--- src/rtl/decode_queue_if.sv ---
// Fetch-to-controller bus for decode_queue: push side from fetch, decoded head toward the controller.
interface decode_queue_if #(
  parameter int DATA_W = 16,
  parameter int PC_W   = 9,
  parameter int DEPTH  = 4
);
  localparam int CNT_W = $clog2(DEPTH) + 1;

  logic              flush;
  logic              in_valid;
  logic              in_ready;
  logic [15:0]       in_instr;
  logic [PC_W-1:0]   in_pc;
  logic              out_valid;
  logic              out_ready;
  logic [PC_W-1:0]   out_pc;
  logic [2:0]        opcode;
  logic [1:0]        op;
  logic [1:0]        alu_op;
  logic [2:0]        cond;
  logic [2:0]        rn;
  logic [2:0]        rm;
  logic [2:0]        rd;
  logic [1:0]        shift;
  logic [DATA_W-1:0] sximm5;
  logic [DATA_W-1:0] sximm8;
  logic [CNT_W-1:0]  count;

  modport slave (
    input  flush, in_valid, in_instr, in_pc, out_ready,
    output in_ready, out_valid, out_pc, opcode, op, alu_op, cond,
           rn, rm, rd, shift, sximm5, sximm8, count
  );

  modport master (
    output flush, in_valid, in_instr, in_pc, out_ready,
    input  in_ready, out_valid, out_pc, opcode, op, alu_op, cond,
           rn, rm, rd, shift, sximm5, sximm8, count
  );
endinterface

--- src/rtl/decode_queue.sv ---
// DEPTH-entry instruction FIFO that presents its head entry fully decoded,
// decoupling fetch from the multi-cycle controller; flush discards all entries.
module decode_queue #(
  parameter int DATA_W = 16,
  parameter int PC_W   = 9,
  parameter int DEPTH  = 4
) (
  input logic           clk,
  input logic           reset_n,
  decode_queue_if.slave bus
);
  localparam int PTR_W = $clog2(DEPTH);
  localparam int CNT_W = PTR_W + 1;
  localparam int ENT_W = 16 + PC_W;

  function automatic logic signed [DATA_W-1:0] sext5(input logic [4:0] v);
    return {{(DATA_W-5){v[4]}}, v};
  endfunction

  function automatic logic signed [DATA_W-1:0] sext8(input logic [7:0] v);
    return {{(DATA_W-8){v[7]}}, v};
  endfunction

  logic [ENT_W-1:0] mem_q [DEPTH];
  logic [PTR_W-1:0] wr_ptr_q, wr_ptr_d;
  logic [PTR_W-1:0] rd_ptr_q, rd_ptr_d;
  logic [CNT_W-1:0] count_q, count_d;

  logic full, empty, push, pop;

  // Handshake depends only on registered occupancy, never on same-cycle pop.
  assign full  = (count_q == CNT_W'(DEPTH));
  assign empty = (count_q == '0);
  assign push  = bus.in_valid  && !full  && !bus.flush;
  assign pop   = bus.out_ready && !empty && !bus.flush;

  assign bus.in_ready  = !full;
  assign bus.out_valid = !empty;
  assign bus.count     = count_q;

  always_comb begin
    wr_ptr_d = wr_ptr_q;
    rd_ptr_d = rd_ptr_q;
    count_d  = count_q;
    if (bus.flush) begin
      wr_ptr_d = '0;
      rd_ptr_d = '0;
      count_d  = '0;
    end else begin
      if (push) wr_ptr_d = wr_ptr_q + PTR_W'(1);
      if (pop)  rd_ptr_d = rd_ptr_q + PTR_W'(1);
      case ({push, pop})
        2'b10:   count_d = count_q + CNT_W'(1);
        2'b01:   count_d = count_q - CNT_W'(1);
        default: count_d = count_q;
      endcase
    end
  end

  always_ff @(posedge clk or negedge reset_n) begin
    if (!reset_n) begin
      wr_ptr_q <= '0;
      rd_ptr_q <= '0;
      count_q  <= '0;
    end else begin
      wr_ptr_q <= wr_ptr_d;
      rd_ptr_q <= rd_ptr_d;
      count_q  <= count_d;
    end
  end

  // Storage is left unreset; outputs are gated by out_valid so it never leaks.
  always_ff @(posedge clk) begin
    if (push) mem_q[wr_ptr_q] <= {bus.in_instr, bus.in_pc};
  end

  logic [ENT_W-1:0] head;
  logic [15:0]      hi;

  always_comb begin
    head       = mem_q[rd_ptr_q];
    hi         = head[ENT_W-1:PC_W];
    bus.out_pc = '0;
    bus.opcode = '0;
    bus.op     = '0;
    bus.alu_op = '0;
    bus.cond   = '0;
    bus.rn     = '0;
    bus.rm     = '0;
    bus.rd     = '0;
    bus.shift  = '0;
    bus.sximm5 = '0;
    bus.sximm8 = '0;
    if (!empty) begin
      bus.out_pc = head[PC_W-1:0];
      bus.opcode = hi[15:13];
      bus.op     = hi[12:11];
      bus.alu_op = hi[12:11];
      bus.cond   = hi[10:8];
      bus.rn     = hi[10:8];
      bus.rm     = hi[2:0];
      bus.rd     = (hi[15:11] == 5'b11010 || hi[15:11] == 5'b01011) ? hi[10:8] : hi[7:5];
      bus.shift  = (hi[15:13] == 3'b100) ? 2'b00 : hi[4:3];
      bus.sximm5 = sext5(hi[4:0]);
      bus.sximm8 = sext8(hi[7:0]);
    end
  end
endmodule

--- src/flat_wrapper.sv ---
// flat-port wrapper written by rule: the top's interface ports become plain ports
module decode_queue_flat 
#(
  parameter int DATA_W = 16,
  parameter int PC_W   = 9,
  parameter int DEPTH  = 4
)
  (clk, reset_n, bus_flush, bus_in_valid, bus_in_instr, bus_in_pc, bus_out_ready, bus_in_ready, bus_out_valid, bus_out_pc, bus_opcode, bus_op, bus_alu_op, bus_cond, bus_rn, bus_rm, bus_rd, bus_shift, bus_sximm5, bus_sximm8, bus_count);
  decode_queue_if #(.DATA_W(DATA_W), .PC_W(PC_W), .DEPTH(DEPTH)) bus_i ();
  input logic clk;
  input logic reset_n;
  input wire logic [$bits(bus_i.flush)-1:0] bus_flush;
  input wire logic [$bits(bus_i.in_valid)-1:0] bus_in_valid;
  input wire logic [$bits(bus_i.in_instr)-1:0] bus_in_instr;
  input wire logic [$bits(bus_i.in_pc)-1:0] bus_in_pc;
  input wire logic [$bits(bus_i.out_ready)-1:0] bus_out_ready;
  output wire logic [$bits(bus_i.in_ready)-1:0] bus_in_ready;
  output wire logic [$bits(bus_i.out_valid)-1:0] bus_out_valid;
  output wire logic [$bits(bus_i.out_pc)-1:0] bus_out_pc;
  output wire logic [$bits(bus_i.opcode)-1:0] bus_opcode;
  output wire logic [$bits(bus_i.op)-1:0] bus_op;
  output wire logic [$bits(bus_i.alu_op)-1:0] bus_alu_op;
  output wire logic [$bits(bus_i.cond)-1:0] bus_cond;
  output wire logic [$bits(bus_i.rn)-1:0] bus_rn;
  output wire logic [$bits(bus_i.rm)-1:0] bus_rm;
  output wire logic [$bits(bus_i.rd)-1:0] bus_rd;
  output wire logic [$bits(bus_i.shift)-1:0] bus_shift;
  output wire logic [$bits(bus_i.sximm5)-1:0] bus_sximm5;
  output wire logic [$bits(bus_i.sximm8)-1:0] bus_sximm8;
  output wire logic [$bits(bus_i.count)-1:0] bus_count;
  assign bus_i.flush = bus_flush;
  assign bus_i.in_valid = bus_in_valid;
  assign bus_i.in_instr = bus_in_instr;
  assign bus_i.in_pc = bus_in_pc;
  assign bus_i.out_ready = bus_out_ready;
  assign bus_in_ready = bus_i.in_ready;
  assign bus_out_valid = bus_i.out_valid;
  assign bus_out_pc = bus_i.out_pc;
  assign bus_opcode = bus_i.opcode;
  assign bus_op = bus_i.op;
  assign bus_alu_op = bus_i.alu_op;
  assign bus_cond = bus_i.cond;
  assign bus_rn = bus_i.rn;
  assign bus_rm = bus_i.rm;
  assign bus_rd = bus_i.rd;
  assign bus_shift = bus_i.shift;
  assign bus_sximm5 = bus_i.sximm5;
  assign bus_sximm8 = bus_i.sximm8;
  assign bus_count = bus_i.count;
  decode_queue #(.DATA_W(DATA_W), .PC_W(PC_W), .DEPTH(DEPTH)) u_core (.clk(clk), .reset_n(reset_n), .bus(bus_i));
endmodule
--- config.mk ---
export PLATFORM = sky130hd
export DESIGN_NAME = decode_queue_flat
export DESIGN_NICKNAME = d
export VERILOG_FILES = /design/src/rtl/decode_queue_if.sv /design/src/rtl/decode_queue.sv /design/src/flat_wrapper.sv
export SDC_FILE = /design/constraint.sdc
export NUM_CORES = 1
export LEC_CHECK = 0
export CELL_PAD_IN_SITES_DETAIL_PLACEMENT = 2
export CELL_PAD_IN_SITES_GLOBAL_PLACEMENT = 2
export CORE_MARGIN = 3
export CORE_UTILIZATION = 37
export CTS_CLUSTER_DIAMETER = 30
export DETAILED_ROUTE_END_ITERATION = 7
export GPL_TIMING_DRIVEN = 0
export PLACE_DENSITY_LB_ADDON = 0.1
export SYNTH_ARGS = -nofsm -noshare
export SYNTH_HDL_FRONTEND = slang
export SYNTH_SLANG_ARGS = --single-unit
--- constraint.sdc ---
create_clock -name clk -period 2.95 [get_ports clk]
set_input_delay 0.59 -clock clk [delete_from_list [all_inputs] [get_ports clk]]
set_output_delay 0.59 -clock clk [all_outputs]
set_load 0.005 [all_outputs]
[Word-level counts from Yosys, hierarchy flattened]
Memories as Yosys holds them, arrays and structs flattened.
Cells that the tools add are included.
Storage, ports and cells
  bits in registers: 7
  RAM bits: 100
  input port bits: 30
  output and inout bits: 67
  word-level logic and storage cells: 45
  memories kept: 1
Operators by class
  $add $sub $neg: 4
  equal/unequal tests: 6
  muxes and demuxes: 19
  reduce and logical (&&, ||, !) cells: 12
Memories
  u_core.mem_q: words 4, width 25, read ports 1, clocked after Yosys merged registers in 0, wr ports 1, RTL line decode_queue.sv:24  | logic [ENT_W-1:0] mem_q [DEPTH];
Operators by type and width (count)
  $mux W16: 2
  $mux W3: 6
  $mux W2: 7
  $mux W9: 1
  $eq A3 B3 Y1 const B: 2
  $pmux W3 S2: 1
  $eq A5 B4 Y1 const B: 1
  $eq A5 B5 Y1 const B: 1
  $add A2 B1 Y2 const B: 2
  $logic_and A1 B1 Y1: 4
  $reduce_bool A2 Y1: 2
  $add A3 B1 Y3 const B: 1
  $logic_not A1 Y1: 3
  $logic_not A3 Y1: 1
  $reduce_bool A3 Y1: 1
  $sub A3 B1 Y3 const B: 1
  $eq A2 B1 Y1 const B: 1
  $eq A2 B2 Y1 const B: 1
  $mux W1: 2
  $logic_or A1 B1 Y1: 1

[Longest topological paths before layout]
Gate-level depths: netlist of run 1.
  depth in word-level cells: 7
  mapped depth: 6
  depth with buffers taken out: 6

[Least setup slack after synthesis of run 1]
OpenSTA, ideal clock, no wires.
  path kind: reg2out
  from: register u_core.rd_ptr_q[0]
  to: output port bus_rd[0]
  arrival: 1.742 ns
  data required time: 2.360 ns
  setup slack: 0.618 ns
  stages on the path, launching flop included: 6
  buffers on the path: 1
  path through: dfrtp_1 -> buf_6 -> mux4_2 -> xnor2_1 -> nor3_2 -> mux2_2
On the way
  cells in the longest elaborated chain, start to end: 5
  elaborated cells between the ends (all ways): 6
  those cells by class: eq/ne (2); mux (2); reduce/logical (1); memory (1)
Ends and longest elaborated chain
  from (decl): RTL line decode_queue.sv:26  | logic [PTR_W-1:0] rd_ptr_q, rd_ptr_d;
  from (signal assigned): RTL line decode_queue.sv:67  | rd_ptr_q <= rd_ptr_d;
  $mem_v2 Z4 W25 (*)
  $eq A5 B5 Y1 or $eq A5 B4 Y1 (tied branches): RTL line decode_queue.sv:102  | bus.rd = (hi[15:11] == 5'b11010 || hi[15:11] == 5'b01011) ? hi[10:8] : hi[7:5];
  $logic_or A1 B1 Y1: RTL line decode_queue.sv:102
  $mux W3 (*): RTL line decode_queue.sv:102
  $mux W3 (*): RTL line decode_queue.sv:94  | if (!empty) begin
  to (decl): RTL line flat_wrapper.sv:26  | output wire logic [$bits(bus_i.rd)-1:0] bus_rd;
Mark *: on every way between the ends. The rest lies on a longest branch, timed or not.

[Worst setup path in the final report of run 1]
  from: register u_core.rd_ptr_q[0]
  to: output port bus_rd[1]
The elaborated chain is that of the path after synthesis.

==> metrics.txt, run 1 <==
status complete, but fails checks; failing checks negative setup slack; CP endpoint kind output pin; drc violations 0; hold buffer count at CTS 0; setup ws final -0.0241 ns; nets@finish 419; area leader, netlist edfxtp_1; Mapped Nets 284; Core ar. 11800 sq um; area grow syn2layout 40.0%; crit path time final 2.97 ns; delay-heaviest family, CP multiplexers; Async SR Flop Fraction 6.54%; Hold Path Sink u_core.bus.count[2]; required time of the critical path 2.36 ns; DRT Wirelength 11900 um; Synth cell types 32; most frequent cells in the layout edfxtp_1 (100), buf_4 (65), clkdlybuf4s50_1 (48), mux4_2 (26), dlymetal6s2s_1 (26); startpoint types flip-flop; Net Sw Frac 26.3%; global-route wire length before repair 17200 um; Sequential Power Share 38.8%; post-synth top area share 65.6%; CTS buffer count 9; grt ovf 0; Root Driver clkbuf_16; Lkg Pwr 2.71 nW; Post-Syn Area per Cell 18.4 sq um; fraction of layout cells with a size suffix above 1 37.3%; Ant. Diodes 0; Internal 3.37 mW; overall die width 117 um; post-synthesis cell area 4580 sq um; hold path cells 2; Final Setup Violations 3; dpl hpwl 7330 um; worst setup path category flip-flop to output pin; starting density of the core 38.9%; reported net switching power 1.20 mW; synth warn 0; RSZ-0062 raised after global routing true; Tcrit/Tclk final 101%; clock-pin slew on the worst setup and hold paths 0.07 ns; post-DR vias/cell 4.76; reg2reg setup slack 0.58 ns; DR iter-0 viols 109; clock latency on the worst-skew pair 0.34 ns; IO Count 97; power density over the cells 714 nW/um^2; DIE AREA 13700 sq um; Die Y 117 um; synthesized instance count 249; detailed-route wire length per cell 21.4 um; Multi-input gate area 1150 sq um; largest net degree at the start of global routing 26; number of global-route vias before repair 2883; combinational power share 37.0%; WHS 0.439 ns; Filler cells 1053; FMAX 336 MHz; FF+latch count, synth 107; critical path's slowest cell mux4_2; Max-Cap Viols 0; Worst EP arrival 2.38 ns; beginning of the worst hold path bus_flush; top cells by area, synth edfxtp_1 (66%), mux4_2 (13%), buf_4 (5.4%), and2_1 (4.0%), dfrtp_1 (3.8%); slew at the pin closest to its max-slew limit 0.851 ns; FF/Latch Area 3180 sq um; Worst Clk Skew 0.00658 ns; row cnt 39; Clock Tree Buf Depth 2; Reg2Reg Launch Point u_core.bus.count[2]; Clock power frac 24.2%; Sink Count 107; worst path cell trace buf_8 > mux4_2 > xnor2_2 > nor3_2 > buf_4 > buf_4 > mux2_4 > buf_6; Slew headroom 43.3%; setup slack at placement -0.347 ns; DRT Pass-1 Iters 4; cell with the most instances on the worst path buf_4; WP buf/inv 4; reg-to-reg critical path endpoint u_core.mem_q[2][10]; Via Count 2633; Reg2Reg Depth 6; Synth Flop Type edfxtp_1; worst hold path class primary input to flip-flop; EDFF count, synth 100; initial antenna violation count 0; CP max stage delay 0.56 ns; GRT Overall Usage 17.5%; H-tree depth 3; worst-path fanout max 7; routability cong. 0.720; Final Hold Vio Count 0; Final Slew Violations 0; most common cell after layout, fill and taps aside edfxtp_1; Detail Route Antenna Nets 0; clock tree from TritonCTS built; Peak VDD IR 0.287 mV; Setup crit start u_core.rd_ptr_q[0]; sequential area share after synthesis 69.4%; PortBufs 95
-- layer usage --
| metal | vias up | track usage, % | wire length (um) |
|---|---|---|---|
| li1 | 1188 | - | - |
| met1 | 1355 | 22.1 | 4980 |
| met2 | 78 | 29.8 | 6240 |
| met3 | 12 | 2.98 | 457 |
| met4 | 0 | 7.42 | 182 |
| met5 | - | 0 | 0 |
-- cell type report --
type / instances / share of cell area, %
Inverter: 4 / 0.234
Clock inverter: 6 / 0.644
Sequential cell: 107 / 49.6
Multi-Input combinational cell: 98 / 18.0
Clock buffer: 10 / 3.57
Buffer: 41 / 5.39
Tap cell: 164 / 3.20
Timing Repair Buffer: 123 / 19.3
-- cell families after synthesis --
family / count (synthesis) / synth area share (%)
XOR/XNOR: 4 / 0.765
AO/OA/AOI/OAI: 8 / 1.18
adder cells (fa/ha/maj): 5 / 1.53
AND/OR/NAND/NOR: 50 / 6.53
multiplexers: 29 / 13.5
flip-flops: 107 / 69.4
buffers and inverters: 46 / 7.05
-- Yosys cell counts (2+ instances only) --
master and instances:
edfxtp_1 100, buf_4 33, and2_1 29, mux4_2 26
dfrtp_1 7, nor2_1 6, ha_1 4, nand2_1 4
a21oi_1 3, buf_2 3, buf_6 3, clkbuf_1 3
inv_1 3, nand3_1 3, xnor2_1 3, mux2_2 2
nor2b_1 2
-- repair_timing --
item,CTS,global route
gates resized for setup,50,54
endpoints found under the setup margin,56,35
cloned,0,2
pin swaps,2,1
setup buffers,14,13
-- power by group through the flow --
stage                     registers (mW)  logic (mW)  clock network [mW]
after global placement              1.80        1.45                   0
after detailed placement            1.80        1.50                   0
after floorplan                     1.79       0.713                   0
after global routing                1.78        1.84                1.19
after CTS                           1.77        1.62                1.13
final                               1.77        1.70                1.11
-- sequential cells by signal (all words and copies together), names as in the netlist --
signal	flops
u_core.bus.count	3
u_core.mem_q	100
u_core.rd_ptr_q	2
u_core.wr_ptr_q	2
-- worst max-delay path by stage --
stage	endpoint	slack [ns]	cells after the start
6_report	bus_rd[1]	-0.02	8
5_1_grt	bus_rd[1]	-0.13	8
4_1_cts	bus_rd[1]	-0.04	8
3_5_place_dp	bus_shift[1]	-0.35	6
3_3_place_gp	bus_shift[1]	-0.29	6
2_1_floorplan	bus_rd[0]	0.62	5
-- through the flow --
step	setup TNS, ns	util, %	cell area, sq um	std cells	total power, mW
3_3_place_gp	-9.06	48.8	5730	508	3.25
6_report	-0.0449	54.5	6410	553	4.58
5_1_grt	-0.710	54.5	6410	553	4.82
4_1_cts	-0.111	52.9	6220	538	4.52
3_5_place_dp	-7.38	49.0	5760	509	3.30
2_1_floorplan	0	-	4580	249	2.50
No activity file was read; power rests on OpenSTA's default activity.
==> inputs of run 2 (changes only) <==
--- a/config.mk
+++ b/config.mk
@@ -11,6 +11,7 @@
 export CORE_UTILIZATION = 37
 export CTS_CLUSTER_DIAMETER = 30
 export DETAILED_ROUTE_END_ITERATION = 7
+export GPL_ROUTABILITY_DRIVEN = 1
 export GPL_TIMING_DRIVEN = 0
 export PLACE_DENSITY_LB_ADDON = 0.1
 export SYNTH_ARGS = -nofsm -noshare
==> constraint.sdc (replaced) <==
create_clock -name clk -period 2.8 [get_ports clk]
set_input_delay 0.56 -clock clk [delete_from_list [all_inputs] [get_ports clk]]
set_output_delay 0.56 -clock clk [all_outputs]
set_load 0.005 [all_outputs]
==> run 2 against run 1 <==
The flow still finishes with violations (negative setup slack). Die area is the same. Via count grew 0.76%. Total power grew 6.3%. Hold slack lost 0.033 ns. Worst setup slack lost 0.047 ns. Utilization shrank 0.49 points. Sequential share of layout area grew 0.47 points. Sequential power grew 6%. First-iteration DRC count shrank 5.5%.
==> metrics.txt, run 2 (synthesis results as in run 1) <==
dpl hpwl 7330 um (unchanged); CP endpoint kind output pin (unchanged); critical path's slowest cell mux4_2 (unchanged); RSZ-0062 raised after global routing true (unchanged); number of flip-flops in the largest register 100 (unchanged); routability cong. 0.720 (unchanged); Die Y 117 um (unchanged); starting density of the core 38.9% (unchanged); Worst EP arrival 2.31 ns (was 2.38 ns); Multi-input gate area 1180 sq um (was 1150 sq um); DRT Pass-1 Iters 4 (unchanged); GRT Overall Usage 17.7% (was 17.5%); post-route cell area 6350 sq um (was 6410 sq um); Lkg Pwr 2.48 nW (was 2.71 nW); worst path cell trace buf_8 > mux4_2 > xnor2_2 > nor3_2 > buf_4 > mux2_4 > buf_6 (was buf_8 > mux4_2 > xnor2_2 > nor3_2 > buf_4 > buf_4 > mux2_4 > buf_6); Filler cells 1072 (was 1053); CP max stage delay 0.56 ns (about the same); Peak VDD IR 0.309 mV (was 0.287 mV); Via Count 2653 (was 2633); Final Slew Violations 0 (unchanged); post-DR vias/cell 4.80 (was 4.76); Root Driver clkbuf_16 (unchanged); worst hold path class primary input to flip-flop (unchanged); number of global-route vias before repair 2995 (was 2883); Sink Count 107 (unchanged); initial antenna violation count 0 (unchanged); detailed-route wire length per cell 21.1 um (was 21.4 um); grt ovf 0 (unchanged); global-route wire length before repair 17500 um (was 17200 um); H-tree depth 3 (unchanged); Slew headroom 45.0% (was 43.3%); drc violations 0 (unchanged); Clock Tree Buf Depth 2 (unchanged); Max-Cap Viols 0 (unchanged); Final Hold Vio Count 0 (unchanged); row cnt 39 (unchanged); largest net degree at the start of global routing 26 (unchanged); most common cell after layout, fill and taps aside edfxtp_1 (unchanged); DIE AREA 13700 sq um (unchanged); delay-heaviest family, CP multiplexers (unchanged); IO Count 97 (unchanged); nets@finish 419 (unchanged); crit path time final 2.87 ns; WP buf/inv 3 (was 4); worst-path fanout max 7 (unchanged); fraction of layout cells with a size suffix above 1 44.7% (was 37.3%); FMAX 348 MHz; Detail Route Antenna Nets 0 (unchanged); CTS buffer count 9 (unchanged); power density over the cells 766 nW/um^2 (was 714 nW/um^2); area grow syn2layout 38.7% (was 40.0%); Final Setup Violations 3 (unchanged); clock latency on the worst-skew pair 0.34 ns (about the same); worst setup path category flip-flop to output pin (unchanged); post-route setup TNS -0.203 ns (was -0.0449 ns); clock tree from TritonCTS built (unchanged); DRT Wirelength 11700 um (was 11900 um); required time of the critical path 2.24 ns (was 2.36 ns); Worst Clk Skew 0.00384 ns (was 0.00658 ns); overall die width 117 um (unchanged); most frequent cells in the layout edfxtp_1 (100), buf_4 (62), clkdlybuf4s50_1 (39), mux4_2 (26), and2_4 (18) (was edfxtp_1 (100), buf_4 (65), clkdlybuf4s50_1 (48), mux4_2 (26), dlymetal6s2s_1 (26)); setup ws final -0.0708 ns (was -0.0241 ns); FF/Latch Area 3180 sq um (about the same); status complete, but fails checks (unchanged); startpoint types flip-flop (unchanged); clock-pin slew on the worst setup and hold paths 0.07 ns (about the same); slew at the pin closest to its max-slew limit 0.826 ns (was 0.851 ns); Core ar. 11800 sq um (unchanged); Top reg by flops u_core.mem_q (unchanged); Ant. Diodes 0 (unchanged); Tcrit/Tclk final 103%; failing checks negative setup slack (unchanged); placed cell areas 5760 sq um (unchanged); DR iter-0 viols 103 (was 109); PortBufs 95 (unchanged)
## run 2: cell types whose count changed in the layout (fill, tap and decap cells not counted), sizes merged
| cell | before | now |
|---|---|---|
| buf | 78 | 83 |
| clkdlybuf4s15 | 0 | 5 |
| dlygate4sd2 | 7 | 11 |
| clkdlybuf4s50 | 48 | 39 |
| clkbuf | 15 | 29 |
| dlymetal6s2s | 26 | 7 |
## run 2: final timing paths
path	from	to	slack (ns)	cells past startpoint
hold / removal	bus_flush	u_core.bus.count[2]	0.41	2
min in group asynchronous	reset_n	u_core.bus.count[0]	0.52	1
hold reg to reg	u_core.wr_ptr_q[1]	u_core.wr_ptr_q[1]	0.59	2
setup reg to reg	u_core.bus.count[2]	u_core.mem_q[2][10]	0.46	6
max in group asynchronous	reset_n	u_core.bus.count[2]	1.96	1
setup / recovery	u_core.rd_ptr_q[0]	bus_rd[1]	-0.07	7
## run 2: layer usage
| layer | vias to the layer above | GRT usage [%] | wire length [um] |
|---|---|---|---|
| li1 | 1192 | - | - |
| met1 | 1377 | 21.5 | 4860 |
| met2 | 82 | 31.4 | 6150 |
| met3 | 2 | 3.03 | 608 |
| met4 | 0 | 6.96 | 43 |
| met5 | - | 0 | 0 |
## run 2: layout make-up
cell class                      instances  share of cell area [%]
Buffer                                 41                    5.79
Clock buffer                           10                    3.61
Clock inverter                          6                   0.650
Inverter                                4                   0.236
Multi-Input combinational cell         98                    18.5
Sequential cell                       107                    50.1
Tap cell                              164                    3.23
Timing Repair Buffer                  123                    17.9
## run 2: timing repair
action                                  CTS  global route
setup buffers                            19             8
pin swaps                                 8            12
cloned                                    2             0
endpoints found under the setup margin   61            29
hold buffers                              0             0
resized for setup                       100            74
## run 2: report_power, final
group	total, mW	internal (mW)	switching (mW)	leakage, nW
Clock	1.17	0.605	0.568	0.128
Combinational	1.82	1.14	0.682	1.35
Sequential	1.87	1.83	0.0401	0.999
Total	4.87	3.57	1.29	2.48
## run 2: worst register-to-register path: cells and delay by family, from the launching register on
kind                   cells  cell delay (ns)
and+or+nand+nor            4             1.25
DFF                        1             0.45
buffers and inverters      2             0.36
## run 2: stage by stage
stage / instances / utilization (%) / worst slack (ns) / hold slack, ns / power [mW]
global route: 553 / 54.0 / -0.168 / 0.404 / 5.13
global placement: 508 / 48.8 / -0.414 / 0.566 / 3.42
floorplan: 249 / - / 0.498 / 0.264 / 2.64
finish: 553 / 54.0 / -0.0708 / 0.406 / 4.87
CTS: 545 / 53.3 / -0.103 / 0.400 / 4.76
detailed placement: 509 / 49.0 / -0.467 / 0.593 / 3.47
